## config.mk

```make
export PLATFORM = sky130hd
export DESIGN_NAME = ifu_fetch
export DESIGN_NICKNAME = d
export VERILOG_FILES = /design/src/rtl/ifu_fetch_pkg.sv /design/src/rtl/ifu_fetch_npc_calc.sv /design/src/rtl/ifu_fetch.sv
export SDC_FILE = /design/constraint.sdc
export NUM_CORES = 1
export LEC_CHECK = 0
export ABC_AREA = 1
export BUFFER_PORTS_ARGS = -buffer_cell sky130_fd_sc_hd__clkbuf_2
export CAP_MARGIN = 20
export CELL_PAD_IN_SITES_DETAIL_PLACEMENT = 0
export CELL_PAD_IN_SITES_GLOBAL_PLACEMENT = 1
export CORE_MARGIN = 5
export CORE_UTILIZATION = 35
export DETAILED_ROUTE_END_ITERATION = 10
export PLACE_DENSITY_LB_ADDON = 0.15
export SETUP_SLACK_MARGIN = 0.1
export SYNTH_ARGS = -nofsm -noshare
export SYNTH_HDL_FRONTEND = slang
export SYNTH_SLANG_ARGS = --single-unit
```

## constraint.sdc

```tcl
create_clock -name clk -period 3.3 [get_ports clk]
set_input_delay 0.495 -clock clk [delete_from_list [all_inputs] [get_ports clk]]
set_output_delay 0.495 -clock clk [all_outputs]
set_load 0.005 [all_outputs]
```

## src/rtl/ifu_fetch_pkg.sv

```systemverilog
// ifu_fetch_pkg: fetch-stage FSM states, next-PC select codes and decoder-shared opcodes
package ifu_fetch_pkg;
  typedef logic [1:0] state_t;
  localparam state_t S_IDLE  = 2'd0;
  localparam state_t S_FETCH = 2'd1;
  localparam state_t S_HOLD  = 2'd2;
  localparam state_t S_ERR   = 2'd3;
  localparam logic [1:0] NPC_SEQ = 2'b00;
  localparam logic [1:0] NPC_BR  = 2'b01;
  localparam logic [1:0] NPC_J   = 2'b10;
  localparam logic [1:0] NPC_JR  = 2'b11;
  localparam logic [31:0] RESET_PC_DEF = 32'h0000_3000;
  localparam logic [5:0] OP_RTYPE = 6'h00;
  localparam logic [5:0] OP_J     = 6'h02;
  localparam logic [5:0] OP_JAL   = 6'h03;
  localparam logic [5:0] OP_BEQ   = 6'h04;
  localparam logic [5:0] OP_BNE   = 6'h05;
  localparam logic [5:0] FN_JR    = 6'h08;
  localparam logic [5:0] FN_JALR  = 6'h09;
  function automatic logic [31:0] br_offset(input logic [15:0] imm);
    return {{14{imm[15]}}, imm, 2'b00};
  endfunction
endpackage

```

## src/rtl/ifu_fetch_npc_calc.sv

```systemverilog
// npc_calc: combinational next-PC selection for sequential, branch, jump and register-jump flow
module npc_calc
  import ifu_fetch_pkg::*;
(
  input  logic [31:0] pc,
  input  logic [25:0] target,
  input  logic [31:0] rs_val,
  input  logic [1:0]  npc_sel,
  input  logic        br_cond,
  output logic [31:0] pc_plus4,
  output logic [31:0] npc,
  output logic        misaligned
);
  assign pc_plus4 = pc + 32'd4;
  always_comb
    npc = npc_sel == NPC_JR ? rs_val :
          npc_sel == NPC_J ? {pc_plus4[31:28], target, 2'b00} :
          (npc_sel == NPC_BR && br_cond) ? pc_plus4 + br_offset(target[15:0]) :
          pc_plus4;
  assign misaligned = |npc[1:0];
endmodule

```

## src/rtl/ifu_fetch.sv

```systemverilog
// ifu_fetch: instruction fetch unit holding one instruction for decode and steering the PC
module ifu_fetch
  import ifu_fetch_pkg::*;
#(
  parameter logic [31:0] RESET_PC = RESET_PC_DEF,
  parameter int          IMEM_AW  = 32
) (
  input  logic               clk,
  input  logic               rst,
  output logic               imem_req,
  output logic [IMEM_AW-1:0] imem_addr,
  input  logic               imem_ready,
  input  logic [31:0]        imem_rdata,
  output logic [31:0]        instr,
  output logic [5:0]         op,
  output logic [4:0]         rt,
  output logic [5:0]         funct,
  output logic               instr_valid,
  input  logic               instr_accept,
  input  logic [1:0]         npc_sel,
  input  logic               br_cond,
  input  logic [31:0]        rs_val,
  output logic [31:0]        pc,
  output logic [31:0]        pc_plus4,
  output logic               addr_err
);
  state_t      state;
  logic [31:0] npc;
  logic        npc_bad;
  npc_calc u_npc (
    .pc         (pc),
    .target     (instr[25:0]),
    .rs_val     (rs_val),
    .npc_sel    (npc_sel),
    .br_cond    (br_cond),
    .pc_plus4   (pc_plus4),
    .npc        (npc),
    .misaligned (npc_bad)
  );
  assign imem_req    = state == S_FETCH;
  assign imem_addr   = IMEM_AW'(pc);
  assign instr_valid = state == S_HOLD;
  assign op          = instr[31:26];
  assign rt          = instr[20:16];
  assign funct       = instr[5:0];
  // a misaligned target freezes pc at the offending instruction until reset
  always_ff @(posedge clk or posedge rst)
    if (rst) begin
      state    <= S_IDLE;
      pc       <= RESET_PC;
      instr    <= '0;
      addr_err <= 1'b0;
    end else if (state == S_IDLE) begin
      state <= S_FETCH;
    end else if (state == S_FETCH && imem_ready) begin
      instr <= imem_rdata;
      state <= S_HOLD;
    end else if (state == S_HOLD && instr_accept) begin
      if (npc_bad) begin
        addr_err <= 1'b1;
        state    <= S_ERR;
      end else begin
        pc    <= npc;
        state <= S_FETCH;
      end
    end
endmodule

```

## Yosys cells after proc, flatten, opt, wreduce, memory -nomap -nowiden

Cells that the tools add are included.

- Latch bits: 0
- Input port bits: 71
- Memories kept: 0
- RAM bits: 0
- Bits in read-only memories: 0
- Output and inout port bits: 148
- Register bits after elaboration: 67

- Divide/modulo/power cells: 0
- $mul: 0
- Reductions and logical operators: 9
- Mux-type cells: 7
- Add/sub/neg operators: 2
- $lt $le $gt $ge: 0
- Bitwise logic cells: 3
- Equality and inequality tests: 5
- Shift-type cells: 0

Operator list:

| cell | count |
|---|---|
| 2-to-1 mux 32 bit | 3 |
| adder 32 x 3 -> 32 bit (second input constant) | 1 |
| adder 32 bit | 1 |
| 2-to-1 mux 2 bit | 4 |
| AND reduction 4 bit | 2 |
| equality test 2 bit (second input constant) | 3 |
| equality test 2 x 1 -> 1 bit (second input constant) | 2 |
| logical AND 1 bit | 3 |
| inverter 1 bit | 3 |
| nonzero test 3 bit | 1 |
| zero test 2 bit | 1 |
| AND reduction 2 bit | 1 |
| OR reduction 2 bit | 1 |

## Logic depth before layout (Yosys ltp)

Gate-level depths: netlist of the first run.

- Depth after elaboration: 10
- Mapped depth: 25
- Depth with buffers taken out: 25

## Hierarchy

From an unflattened synthesis of the first run, not the netlist that was laid out.

- Cell total of the unflattened synthesis: 1161
- Area total of the unflattened synthesis: 7116.8 um^2

Modules (own cells, without submodules):

| module | cells each | seq. area each (um^2) | area each (um^2) | instances |
|---|---|---|---|---|
| npc_calc | 815 | 0.0 | 4018.9 | 1 |
| ifu_fetch | 346 | 1679.1 | 3098.0 | 1 |

## Worst setup path after synthesis of the first run

No wires, ideal clock.

- Kind: reg-to-reg
- Start: register pc[2] (netlist: imem_addr[2])
- End: register pc[31] (netlist: imem_addr[31])
- Arrival time: 2697 ps
- Path slack: 487 ps
- Path buffers: 0
- Cell stages (with the launch flop): 21
- Period minus slack after synthesis: 2813 ps
- Cell sequence: dfrtp_1 -> ha_1 -> nand2_2 -> nor2_4 -> nand2_4 -> nor3_1 -> nand2_1 -> nand2_1 -> nand2_1 -> ha_1 -> nand2_1 -> nor2_1 -> nand2_1 -> nor3_1 -> nand2_1 -> nand2_1 -> nand2_1 -> nand3_1 -> nand2_1 -> nand2_1 -> nand2_1

- Word-level cells in the longest chain between the ends: 5

RTL lines:

| item | line | source |
|---|---|---|
| start: declaration | ifu_fetch.sv:23 | `output logic [31:0] pc,` |
| start signal: assignment | ifu_fetch.sv:63 | `pc <= npc;` |
| adder 32 x 3 -> 32 bit | ifu_fetch_npc_calc.sv:14 | `assign pc_plus4 = pc + 32'd4;` |
| net pc_plus4[20] | ifu_fetch.sv:24 | `output logic [31:0] pc_plus4,` |
| adder 32 bit | ifu_fetch_npc_calc.sv:18 | `(npc_sel == NPC_BR && br_cond) ? pc_plus4 + br_offset(target[15:0]) :` |
| 2-to-1 mux 32 bit | ifu_fetch_npc_calc.sv:18 |  |
| 2-to-1 mux 32 bit | ifu_fetch_npc_calc.sv:17 | `npc_sel == NPC_J ? {pc_plus4[31:28], target, 2'b00} :` |
| 2-to-1 mux 32 bit | ifu_fetch_npc_calc.sv:16 | `npc = npc_sel == NPC_JR ? rs_val :` |

The timed path passes the listed nets, and every way through them passes these cells.
A chain may end at the register's enable or synchronous reset.

## Worst setup path in the final report of the first run

- Start: register pc[13] (netlist: imem_addr[13])
- End: register pc[24] (netlist: imem_addr[24])

- Word-level cells in the longest chain between the ends: 5

RTL lines:

| item | line |
|---|---|
| adder 32 x 3 -> 32 bit (*) | ifu_fetch_npc_calc.sv:14 |
| adder 32 bit | ifu_fetch_npc_calc.sv:18 |
| 2-to-1 mux 32 bit (*) | ifu_fetch_npc_calc.sv:18 |
| 2-to-1 mux 32 bit (*) | ifu_fetch_npc_calc.sv:17 |
| 2-to-1 mux 32 bit (*) | ifu_fetch_npc_calc.sv:16 |

Every way passes the cells marked *; elsewhere a longest branch is shown, timed or not.

==> results of run 1 <==
## report_power, final
| part | internal (mW) | total, mW | switching (mW) |
|---|---|---|---|
| clock network | 0.598 | 1.01 | 0.410 |
| registers | 1.21 | 1.79 | 0.582 |
| logic | 2.86 | 7.11 | 4.25 |
## final cells by class
class                      count  area, µm²  area share (%)
clock buffer                   9        225            2.54
sequential                    67       1690            19.1
inverter                     143        537            6.06
timing repair buffer         284       1590            17.9
tap                          260        325            3.67
multi-input combinational    800       4410            49.8
clock inverter                 7       83.8           0.946
## timing repair
action	4_1_cts	5_1_grt
pin swaps	0	19
setup buffers	0	15
gates resized for setup	9	104
cloned	0	0
endpoints found under the setup margin	5	20
## kinds of logic (layout without fill, tap and decap cells)
logic type	count (synthesis)	count (layout)
fa+ha+maj	37	37
compound gates	122	122
xor+xnor	23	23
buf+inv	219	443
flops	67	67
simple gates	618	618
## worst paths after layout
| check | endpoint | slack [ns] | cells past startpoint |
|---|---|---|---|
| setup / recovery | imem_addr[24] | 0.24 | 17 |
| max in group asynchronous | imem_addr[14] | 2.22 | 3 |
| setup reg to reg | imem_addr[24] | 0.24 | 17 |
| min in group asynchronous | instr[28] | 0.40 | 3 |
| hold reg to reg | addr_err | 0.49 | 1 |
| hold / removal | instr[30] | 0.36 | 3 |
## registers in the layout, indices dropped and copies added, names as in the netlist
signal     count
addr_err       1
imem_addr     32
instr         32
state          2
## per-layer routing
metal  global-route usage [%]  vias up  part of all wire (%)  routed length [µm]
met5                        0        -                     0                   0
met4                     4.58        0                   1.5                 401
met3                     4.04       25                   6.4                1720
met2                     37.6      231                    46               12300
met1                     33.7     3524                    46               12400
li1                         -     3823                     -                   -
## cells in the mapped netlist (2+ instances only)
library cell and count:
a22oi_1 7, buf_4 53, ha_1 36, nand2_1 415
nor2_2 10, a221oi_1 19, nand3_1 67, or2_2 4
o22ai_1 3, a21oi_1 34, nand3_2 2, xnor2_1 4
nor2_4 4, o21ai_1 6, a21o_1 3, a2bb2oi_1 2
dfrtp_1 65, o21ai_0 27, nand3b_1 3, o21bai_1 6
buf_2 5, xor2_1 19, clkbuf_8 4, nor2_1 82
nand4_1 6, nand2_2 9, dfstp_2 2, clkbuf_1 13
and2_1 3, a21boi_1 8, inv_2 3, inv_1 140
nor3_1 9
## worst reg2reg max path, delay by kind of cell, from the launching register on
family | cells | cell delay [ns]
flops | 1 | 0.59
buf+inv | 2 | 0.26
xor+xnor | 1 | 0.18
fa+ha+maj | 1 | 0.33
simple gates | 9 | 1.05
compound gates | 4 | 0.52
## metrics by stage
stage	util, %	cell area, µm²	std cells
3_5_place_dp	42.5	8020	1539
2_1_floorplan	-	6760	1086
3_3_place_gp	42.5	8020	1539
5_1_grt	46.9	8860	1570
4_1_cts	44.2	8360	1555
6_report	46.9	8860	1570
==> results by group, run 1 <==
Critical path
  • CP max stage delay: 0.59 ns
  • Cells traversed along the worst timing path: nand2_1 -> nor2_2 -> nand2_1 -> nor2_1 -> nand2_1 -> xor2_1 -> inv_2 -> ha_1 -> a21oi_2 -> o21ai_1 -> buf_4 -> a21oi_1 -> nand3_1 -> nand2_1 -> nand3_1 -> nand2_1 -> a21boi_1
  • Worst EP arrival: 3.27 ns
  • Crit end category: flop
  • Critical path startpoint: imem_addr[13]
  • CP startpoint kind: flop
  • Slowest library cell on the worst path: dfstp_2
  • Most used cell, CP: nand2_1
  • RR Startpoint: imem_addr[13]
  • CP Data Required Time: 3.51 ns
  • Crit Path Max Fanout: 6
  • Buffers and inverters on the worst path: 2
  • Cell family with most CP delay: simple AND/OR/NAND/NOR gates
  • Critical setup path kind: flop to flop

Min path
  • Hold WC Path Type: input port to flop
  • Hold Crit Start: imem_rdata[30]

Synthesis
  • Main flop type after synthesis: dfrtp_1
  • Seq/Total Area, Yosys: 24.8%
  • Post-Syn Nets: 1194
  • Leading area contributor after synthesis: dfrtp_1
  • Mean Syn Cell Area: 6.23 µm²
  • Largest family of logic cells by synthesized area: simple AND/OR/NAND/NOR gates
  • Cell variety after synth: 46
  • Post-synth EDFFs: 0
  • Post-Synth XOR/XNOR Area: 2.98%
  • #FFs+latches synth: 67
  • Mapped Area: 6760 µm²
  • Post-synthesis compound-gate area fraction: 11.4%
  • Multiplexer area fraction after synthesis: 0%
  • Synth warnings: 0
  • Share of flip-flops with an asynchronous set or reset: 100%
  • Post-synth top area share: 24.1%
  • Area share of and/or/nand/nor cells after synthesis: 37.9%
  • Synth top area cells: dfrtp_1 (24%), nand2_1 (23%), inv_1 (7.8%)
  • Adder-cell share of the synthesized area: 6.96%
  • Syn Inst Count: 1086

Outcome
  • Status: finished clean

Power and ir drop
  • Pwr per Cell Area: 1120 nW/µm²
  • Overall power: 9.91 mW
  • VDD IR max: 0.419 mV
  • Pleak: 5.00 nW

Finish
  • Final nets: 1413
  • Ant diodes: 0
  • Area Growth Syn to Fin: 31.0%
  • Most frequent cells in the layout: nand2_1 (395), clkbuf_2 (218), inv_1 (132), nor2_1 (69), buf_4 (66)
  • Most common cell after layout, fill and taps aside: nand2_1
  • Share of layout cells above drive strength 1: 32.9%
  • Fill cell total of the finished layout: 2150

Clocking
  • Clk slew on worst S/H paths: 0.06 ns
  • CTS Hold Bufs: 0
  • H-tree depth: 3
  • CTS root buf: clkbuf_16
  • Clk sink count: 67
  • TritonCTS buffer count: 9
  • Longest Clk Path Bufs: 2
  • Clk_lat worst skew: 0.33 ns
  • CTS tree: yes

Timing
  • Final Critical Period: 3.06 ns
  • Total Neg Setup Slack: 0 ns
  • Final Hold Viols: 0
  • Fin crit share: 92.7%
  • Final setup viols: 0
  • Final WS setup: 0.242 ns
  • Slew margin rel.: 35.6%
  • Worst hold slack: 0.356 ns
  • Setup Skew: 0.00726 ns
  • Unrepaired setup endpoints after global routing: true
  • Worst-margin pin slew: 0.965 ns
  • Slew Limit Fails: 0
  • Fmax: 327 MHz

Job
  • Max-cap viol count: 0

Drt
  • DR iter-0 viols: 450
  • Number of remaining DRC errors: 0
  • DRT antenna net count: 0
  • Pre-Repair DR Iteration Count: 5
  • Avg WL per Cell: 17.1 µm
  • Total wire length: 26800 µm
  • Vias: 7603
  • Avg Vias per Cell: 4.84

Die
  • Die ar.: 22200 µm²
  • Die Span Y: 149 µm
  • Io pins: 219
  • Core area: 18900 µm²
  • Core Rows: 50
  • Starting Density: 35.8%
  • Die Wd: 149 µm

Global route
  • Largest net degree at the start of global routing: 68
  • Initial antenna violation count: 0
  • First-pass GRT wire length: 41100 µm
  • Number of global-route vias before repair: 7267
  • Total gr overflow: 0
  • Tot GR Track Use: 23.6%

Place
  • Post-Place Worst Slack: 0.0192 ns
  • I/O Buffers: 218
  • DP HPWL: 22000 µm
  • GP Congestion: 0.910
No activity file was read; power rests on OpenSTA's default activity.
==> inputs of run 2 (changes only) <==
Settings changed: CTS_CLUSTER_DIAMETER from default to 100, TNS_END_PERCENT from default to 1.
Clock period 3.3 ns to 2.97 ns, I/O delays scaled along.
==> results by group, run 2 (synthesized netlist as in run 1, its figures left out) <==
Clocking
  • Clk slew on worst S/H paths: 0.06 ns (about the same)
  • CTS root buf: clkbuf_16 (unchanged)
  • CTS tree: yes (unchanged)
  • TritonCTS buffer count: 9 (unchanged)
  • CTS Hold Bufs: 0 (unchanged)
  • H-tree depth: 3 (unchanged)
  • Clk sink count: 67 (unchanged)
  • Clk_lat worst skew: 0.33 ns (about the same)
  • Longest Clk Path Bufs: 2 (unchanged)

Place
  • Post-Place Worst Slack: -0.126 ns (was 0.0192 ns)
  • I/O Buffers: 218 (unchanged)
  • DP HPWL: 22500 µm (was 22000 µm)
  • Dpl cells: 1609 (was 1539)
  • GP Congestion: 0.947 (was 0.910)
  • Dpl cell area: 8570 µm² (was 8020 µm²)

Critical path
  • Worst EP arrival: 3.24 ns (was 3.27 ns)
  • CP startpoint kind: flop (unchanged)
  • CP Data Required Time: 3.23 ns (was 3.51 ns)
  • Crit Path Max Fanout: 5 (was 6)
  • Critical setup path kind: flop to flop (unchanged)
  • RR Endpoint: imem_addr[28] (was imem_addr[24])
  • R2R depth: 17 (unchanged)
  • R2r setup slk: -0.005 ns (was 0.24 ns)
  • RR Startpoint: imem_addr[13] (unchanged)
  • Crit end category: flop (unchanged)

Job
  • Max-cap viol count: 0 (unchanged)

Drt
  • Avg Vias per Cell: 4.77 (was 4.84)
  • Vias: 7848 (was 7603)
  • Pre-Repair DR Iteration Count: 6 (was 5)
  • Total wire length: 28000 µm (was 26800 µm)
  • DRT antenna net count: 0 (unchanged)
  • DR iter-0 viols: 463 (was 450)
  • Number of remaining DRC errors: 0 (unchanged)
  • Avg WL per Cell: 17.1 µm (about the same)

Power and ir drop
  • Pleak: 5.40 nW (was 5.00 nW)
  • Overall power: 12.3 mW (was 9.91 mW)
  • Pwr per Cell Area: 1250 nW/µm² (was 1120 nW/µm²)
  • VDD IR max: 0.453 mV (was 0.419 mV)

Timing
  • Final Critical Period: 2.98 ns (was 3.06 ns)
  • Unrepaired setup endpoints after global routing: true (unchanged)
  • Total Neg Setup Slack: -0.00533 ns (was 0 ns)
  • Fin crit share: 100% (was 92.7%)
  • Final setup viols: 1 (was 0)
  • Worst-margin pin slew: 0.954 ns (was 0.965 ns)
  • Slew margin rel.: 36.4% (was 35.6%)
  • Setup Skew: 0.00970 ns (was 0.00726 ns)
  • Slew Limit Fails: 0 (unchanged)
  • Final Hold Viols: 0 (unchanged)
  • Final WS setup: -0.00533 ns (was 0.242 ns)
  • Worst hold slack: 0.0624 ns (was 0.356 ns)
  • Fmax: 336 MHz (was 327 MHz)

Global route
  • Total gr overflow: 0 (unchanged)
  • Largest net degree at the start of global routing: 57 (was 68)
  • Initial antenna violation count: 0 (unchanged)
  • First-pass GRT wire length: 43000 µm (was 41100 µm)
  • Tot GR Track Use: 24.7% (was 23.6%)
  • Number of global-route vias before repair: 7694 (was 7267)

Die
  • Core Rows: 50 (unchanged)
  • Io pins: 219 (unchanged)
  • Core area: 18900 µm² (unchanged)
  • Starting Density: 35.8% (unchanged)
  • Die ar.: 22200 µm² (unchanged)
  • Die Span Y: 149 µm (unchanged)
  • Die Wd: 149 µm (unchanged)

Outcome
  • Failing checks: setup timing
  • Status: finished, violations left (was finished clean)

Min path
  • Hold WC Path Type: input port to async pin (was input port to flop)

Finish
  • Most common cell after layout, fill and taps aside: nand2_1 (unchanged)
  • Fin cells: 1644 (was 1570)
  • Most frequent cells in the layout: nand2_1 (375), clkbuf_2 (218), buf_4 (137), inv_1 (130), nor2_1 (62) (was nand2_1 (395), clkbuf_2 (218), inv_1 (132), nor2_1 (69), buf_4 (66))
  • Fill cell total of the finished layout: 1942 (was 2150)
  • Area Growth Syn to Fin: 45.7% (was 31.0%)
  • Post-route cell area: 9850 µm² (was 8860 µm²)
  • Final nets: 1487 (was 1413)
  • Ant diodes: 0 (unchanged)
  • Final core utilization: 52.2% (was 46.9%)
  • Share of layout cells above drive strength 1: 40.6% (was 32.9%)
## run 2: changes by cell type in the layout (fill, tap and decap cells not counted), sizes merged
| cell | delta |
|---|---|
| buf | +74 |
| clkinvlp | +1 |
| bufinv | -1 |
## run 2: worst max-delay path: stages (launching register included)
cell,delay (ns)
dfstp_2,0.58
nand2_2,0.08
nor2_4,0.15
nand2_2,0.09
nor2_4,0.15
nand3_4,0.12
inv_4,0.09
nand3b_1,0.10
and2_4,0.20
ha_4,0.32
nand2_1,0.12
nor2_2,0.17
nand2_1,0.07
nor2_1,0.19
nor2_1,0.10
nand3_1,0.09
nand3_2,0.12
a21oi_2,0.14
## run 2: where the power goes
part / internal, mW / switching, mW / leakage (nW)
clock network: 0.571 / 0.448 / 0.133
logic: 4.03 / 5.29 / 4.48
registers: 1.34 / 0.618 / 0.795
## run 2: metal layers
metal	GRT usage [%]	wire (µm)
met1	35.1	12900
met2	39.1	12700
met3	3.80	1780
met4	6.91	648
met5	0	0
## run 2: cell type report
type                       count  area (µm²)  share of cell area [%]
multi-input combinational    800        4860                    49.3
timing repair buffer         358        2170                    22.0
sequential                    67        1680                    17.1
inverter                     143         539                    5.47
tap                          260         325                    3.30
clock buffer                   9         225                    2.29
clock inverter                 7        51.3                   0.521
## run 2: worst max-delay path by stage
stage                     to          start  slack, ns  cells past startpoint
2_1_floorplan  imem_addr[31]   imem_addr[2]       0.16                     20
5_1_grt        imem_addr[31]  imem_addr[13]      -0.18                     21
3_3_place_gp   imem_addr[29]  imem_addr[10]      -0.11                     22
6_report       imem_addr[28]  imem_addr[13]     -0.005                     17
4_1_cts        imem_addr[25]  imem_addr[12]       0.04                     20
3_5_place_dp   imem_addr[29]  imem_addr[13]      -0.13                     22
## run 2: repair_timing
item | in CTS | in global routing
pin swaps | 20 | 38
setup endpoints to repair | 20 | 23
resized for setup | 66 | 122
cloned | 0 | 0
hold endpoints to repair | 0 | 0
buffers inserted | 13 | 6
